$ cat config.mk
export PLATFORM = sky130hd
export DESIGN_NAME = fifo_write_arbiter
export DESIGN_NICKNAME = d
export VERILOG_FILES = /design/src/rtl/fifo_write_arbiter.sv
export SDC_FILE = /design/constraint.sdc
export NUM_CORES = 1
export LEC_CHECK = 0
export ABC_CLOCK_PERIOD_IN_PS = 4000
export BUFFER_PORTS_ARGS = -buffer_cell sky130_fd_sc_hd__buf_2
export CELL_PAD_IN_SITES_DETAIL_PLACEMENT = 1
export CELL_PAD_IN_SITES_GLOBAL_PLACEMENT = 1
export CORE_MARGIN = 10
export CORE_UTILIZATION = 32
export CTS_CLUSTER_DIAMETER = 80
export CTS_CLUSTER_SIZE = 14
export DETAILED_ROUTE_END_ITERATION = 16
export GPL_TIMING_DRIVEN = 1
export PLACE_DENSITY = 0.95
export SETUP_SLACK_MARGIN = 0.05
export SYNTH_ARGS = -nofsm -noshare
export SYNTH_HDL_FRONTEND = slang
export SYNTH_SLANG_ARGS = --single-unit
$ cat constraint.sdc
create_clock -name aclk -period 4 [get_ports aclk]
set_input_delay 0.2 -clock aclk [delete_from_list [all_inputs] [get_ports aclk]]
set_output_delay 0.2 -clock aclk [all_outputs]
set_load 0.02 [all_outputs]
$ cat src/rtl/fifo_write_arbiter.sv
// Round-robin arbiter funnelling NUM_REQ beat streams into one fifo write port.
// Optional burst locking (keep grant until req_last_i) under `FIFO_ARB_BURST_LOCK_EN.
module fifo_write_arbiter #(
  parameter int NUM_REQ = 4,
  parameter int WIDTH   = 32
) (
  input  logic                     aclk,
  input  logic                     resetn,
  input  logic [NUM_REQ-1:0]       req_valid_i,
  input  logic [NUM_REQ*WIDTH-1:0] req_data_i,
  input  logic [NUM_REQ-1:0]       req_last_i,
  output logic [NUM_REQ-1:0]       req_ready_o,
  output logic [WIDTH-1:0]         fifo_wdata_o,
  output logic                     fifo_write_o,
  input  logic                     fifo_full_i,
  output logic [NUM_REQ-1:0]       grant_o,
  output logic [31:0]              beat_count_o
);

  localparam int IW = (NUM_REQ > 1) ? $clog2(NUM_REQ) : 1;

  typedef enum logic {S_IDLE, S_BUSY} state_t;

  state_t          r_state;
  logic [IW-1:0]   r_gnt;
  logic [IW-1:0]   r_last;
  logic [31:0]     r_beat_cnt;
  logic            w_busy;
  logic            w_write;
  logic            w_idle_hit;
  logic [IW-1:0]   w_idle_idx;
  logic            w_busy_hit;
  logic [IW-1:0]   w_busy_idx;

`ifdef FIFO_ARB_BURST_LOCK_EN
  logic            r_locked;
`else
  logic            w_unused_last;
  assign w_unused_last = ^req_last_i;
`endif

  assign w_busy  = (r_state == S_BUSY);
  assign w_write = w_busy && req_valid_i[r_gnt] && !fifo_full_i;

  // Loops run from the far end down so the nearest valid requester wins.
  always_comb begin
    w_idle_hit = 1'b0;
    w_idle_idx = '0;
    for (int i = NUM_REQ; i >= 1; i--) begin
      int t;
      t = int'(r_last) + i;
      if (t >= NUM_REQ) t = t - NUM_REQ;
      if (req_valid_i[t[IW-1:0]]) begin
        w_idle_hit = 1'b1;
        w_idle_idx = t[IW-1:0];
      end
    end
  end

  // Same search from the current grant, excluding the grant itself.
  always_comb begin
    w_busy_hit = 1'b0;
    w_busy_idx = '0;
    for (int i = NUM_REQ - 1; i >= 1; i--) begin
      int t;
      t = int'(r_gnt) + i;
      if (t >= NUM_REQ) t = t - NUM_REQ;
      if (req_valid_i[t[IW-1:0]]) begin
        w_busy_hit = 1'b1;
        w_busy_idx = t[IW-1:0];
      end
    end
  end

  always_ff @(posedge aclk or negedge resetn) begin
    if (!resetn) begin
      r_state    <= S_IDLE;
      r_gnt      <= '0;
      r_last     <= IW'(NUM_REQ - 1);
      r_beat_cnt <= '0;
`ifdef FIFO_ARB_BURST_LOCK_EN
      r_locked   <= 1'b0;
`endif
    end else begin
      if (w_write) r_beat_cnt <= r_beat_cnt + 32'd1;
      case (r_state)
        S_IDLE: begin
          if (w_idle_hit) begin
            r_gnt   <= w_idle_idx;
            r_state <= S_BUSY;
          end
        end
        S_BUSY: begin
          if (w_write) begin
            r_last <= r_gnt;
`ifdef FIFO_ARB_BURST_LOCK_EN
            if (!req_last_i[r_gnt]) begin
              r_locked <= 1'b1;
            end else begin
              r_locked <= 1'b0;
              if (w_busy_hit) r_gnt <= w_busy_idx;
            end
`else
            if (w_busy_hit) r_gnt <= w_busy_idx;
`endif
          end else if (!req_valid_i[r_gnt]) begin
`ifdef FIFO_ARB_BURST_LOCK_EN
            if (!r_locked) r_state <= S_IDLE;
`else
            r_state <= S_IDLE;
`endif
          end
        end
        default: r_state <= S_IDLE;
      endcase
    end
  end

  always_comb begin
    req_ready_o = '0;
    grant_o     = '0;
    if (w_busy) begin
      grant_o[r_gnt]     = 1'b1;
      req_ready_o[r_gnt] = !fifo_full_i;
    end
  end

  assign fifo_write_o = w_write;
  assign fifo_wdata_o = req_data_i[int'(r_gnt)*WIDTH +: WIDTH];
  assign beat_count_o = r_beat_cnt;

endmodule
==> metrics <==
Inserted Clock Buffers 5; Worst Setup End Kind register; H-tree depth 2; floorplan core area 0.00885 mm2; Gate Count Post-Synth 254; final WL 13.6 mm; flop2flop setup slack 1.57 ns; Setup WS post-layout 1.57 ns; antenna violations before repair 8; fmax 411 MHz; most common cell after layout, fill and taps aside buf_2; total track usage 0.187; Post-Place Worst Slack 1.58 ns; post-synthesis mux area share 0.292; crit-path cells buf_4 > nand3b_1 > o22ai_4 > nand4_4 > nor4_2 > xor2_1; WS Path Type register to register; DR WL/cell 23.9 um; Critical Path RT 4.22 ns; Critical Path Max Stage Delay 0.47 ns; #FFs+latches synth 37; Critical Path Stages 6; Bufs on Longest Clock Path 2; Synth cell types 44; Worst IR Drop VDD 247 uV; Resize count post-CTS 0; antenna-violating nets left 0; Post-DP HPWL 11.4 mm; fin nets 596; Starting DRT DRC Count 157; Setup Skew 0.00825 ns; number of global-route vias before repair 3443; Power Density 567 mW/mm2; Initial Utilization 0.333; Slew headroom 0.430; Buf/Inv on CP 1; met1 WL 4.47 mm; I/O Pins 212; DR top layer met5; simple-gate share of the synthesized area 0.193; Synth area leaders dfrtp_1, mux4_2, xor2_1, xnor2_1, nand3_1; synthesized area per cell 11.6 um2; DRC viols 0; Hold Crit Class input pin to async pin; post-synth top area cell dfrtp_1; WP data arrival 2.65 ns; minimum clock period 2.43 ns; Final setup violation count 0; clk slew on worst S/H paths 0.08 ns; fin crit share 0.608; Mapped Nets 398; Slew Limit Fails 0; total clock sinks 37; routed wl met3 1.27 mm; Post-CTS Repair Setup Buffers 0; grt total ovfl 0; CP max-delay cell o22ai_4; compound-cell area share of the yosys netlist 0.0484; Die Wd 116 um; vias per inst 5.46; clock root cell clkbuf_8; EDFF count, synth 0; Worst-Skew Late Latency 0.29 ns; Placer Congestion 0.909; crit path launch type register; Post-synth ARST share 1.00; first-pass GRT wire length 19.8 mm; RSZ-0062 raised after global routing false; Cell Area, Synth 0.00295 mm2; worst r2r path cells 6; Setup TNS 0 ns; met2 wire length 7.39 mm; outcome complete, no violations; synthesis warning total 0; register area share after synthesis 0.315; CP max FO 42; area of the die 0.0134 mm2; share of cells above drive strength 1 0.592; routed via count 3110; area delta synth->final 41.9%; Site Rows 34; top_reg_cell synth dfrtp_1; Synth top area share 0.297; R2R Path End beat_count_o[31]; worst slew pin tran 0.854 ns; most frequent cells in the layout buf_2, mux4_2, dfrtp_1, xor2_1; CTS tree done; Pleak 2.11 nW; hold_buf cts 0; number of iterations in the first detailed-routing pass 4; Die Span Y 116 um; cell family with most CP delay simple AND/OR/NAND/NOR gates; post-synthesis adder-cell area fraction 0.0212; main combinational cell family by area after synthesis multiplexers; Post-Synth XOR/XNOR Area 0.0922; reg2reg start r_gnt[1]; max_cap viols 0; port bufs 207; largest net degree at the start of global routing 43; final hold violation count 0
[cell type report]
type | instances | area [um2]
sequential | 37 | 930
timing repair buffer | 209 | 1050
inverter | 9 | 33.8
tap | 108 | 135
fill | 1076 | 4670
clock inverter | 1 | 5.00
clock buffer | 7 | 96.3
multi-input combinational | 190 | 1910
antenna | 9 | 22.5
[flip-flops by register name, indices dropped and copies added (netlist names)]
| name | flops |
|---|---|
| r_last | 2 |
| beat_count_o | 32 |
| r_state | 1 |
| r_gnt | 2 |
[synthesized netlist by cell type, types with 6 or more instances]
master / count
and3_1: 8
buf_2: 8
clkbuf_1: 8
dfrtp_1: 35
inv_1: 9
mux2i_1: 6
mux4_2: 35
nand2_1: 12
nand3_1: 15
nand4_1: 6
nor2_1: 14
nor2b_1: 6
nor3_1: 6
xnor2_1: 15
xor2_1: 16
[report_power, final]
group          total [mW]  internal (mW)  leakage (nW)  switching [mW]
clock               0.299          0.156        0.0543           0.143
sequential          0.543          0.438         0.475           0.106
combinational        1.53          0.672          1.59           0.854
total                2.37           1.27          2.11            1.10
[cells by family after synthesis]
group	count (synthesis)
AO/OA/AOI/OAI	20
XOR/XNOR	31
adder cells (fa/ha/maj)	5
buffers and inverters	27
flip-flops	37
multiplexers	42
AND/OR/NAND/NOR	92
[how the worst max path moves through the flow]
stage,slack (ns),to,from
finish,1.57,beat_count_o[31],r_gnt[1]
detailed placement,1.58,beat_count_o[31],r_gnt[1]
CTS,1.55,beat_count_o[31],r_gnt[1]
global placement,1.71,beat_count_o[31],r_gnt[1]
global route,1.35,beat_count_o[24],r_gnt[1]
floorplan,2.06,fifo_wdata_o[0],r_gnt[0]
[metal layers]
layer / vias to the layer above / GRT usage
li1: 1365 / -
met1: 1558 / 0.177
met2: 149 / 0.349
met3: 36 / 0.0651
met4: 2 / 0.0976
met5: - / 0
[through the flow]
stage                     instances  hold slack [ns]  utilization  area, um2  power, mW
after global placement          553            0.333        0.458       4060       2.02
after detailed placement        553            0.349        0.458       4060       2.09
final                           570           0.0113        0.472       4180       2.37
after floorplan                 254          -0.0956            -       2950       1.61
after CTS                       561           0.0409        0.470       4160       2.39
after global routing            568           0.0636        0.472       4170       2.52
[worst reg2reg max path, stage by stage (launching register included)]
cell and delay (ns):
dfrtp_1 0.37, buf_4 0.46, nand3b_1 0.23, o22ai_4 0.47, nand4_4 0.30, nor4_2 0.36, xor2_1 0.17
Power figures use the tool's default switching activity.
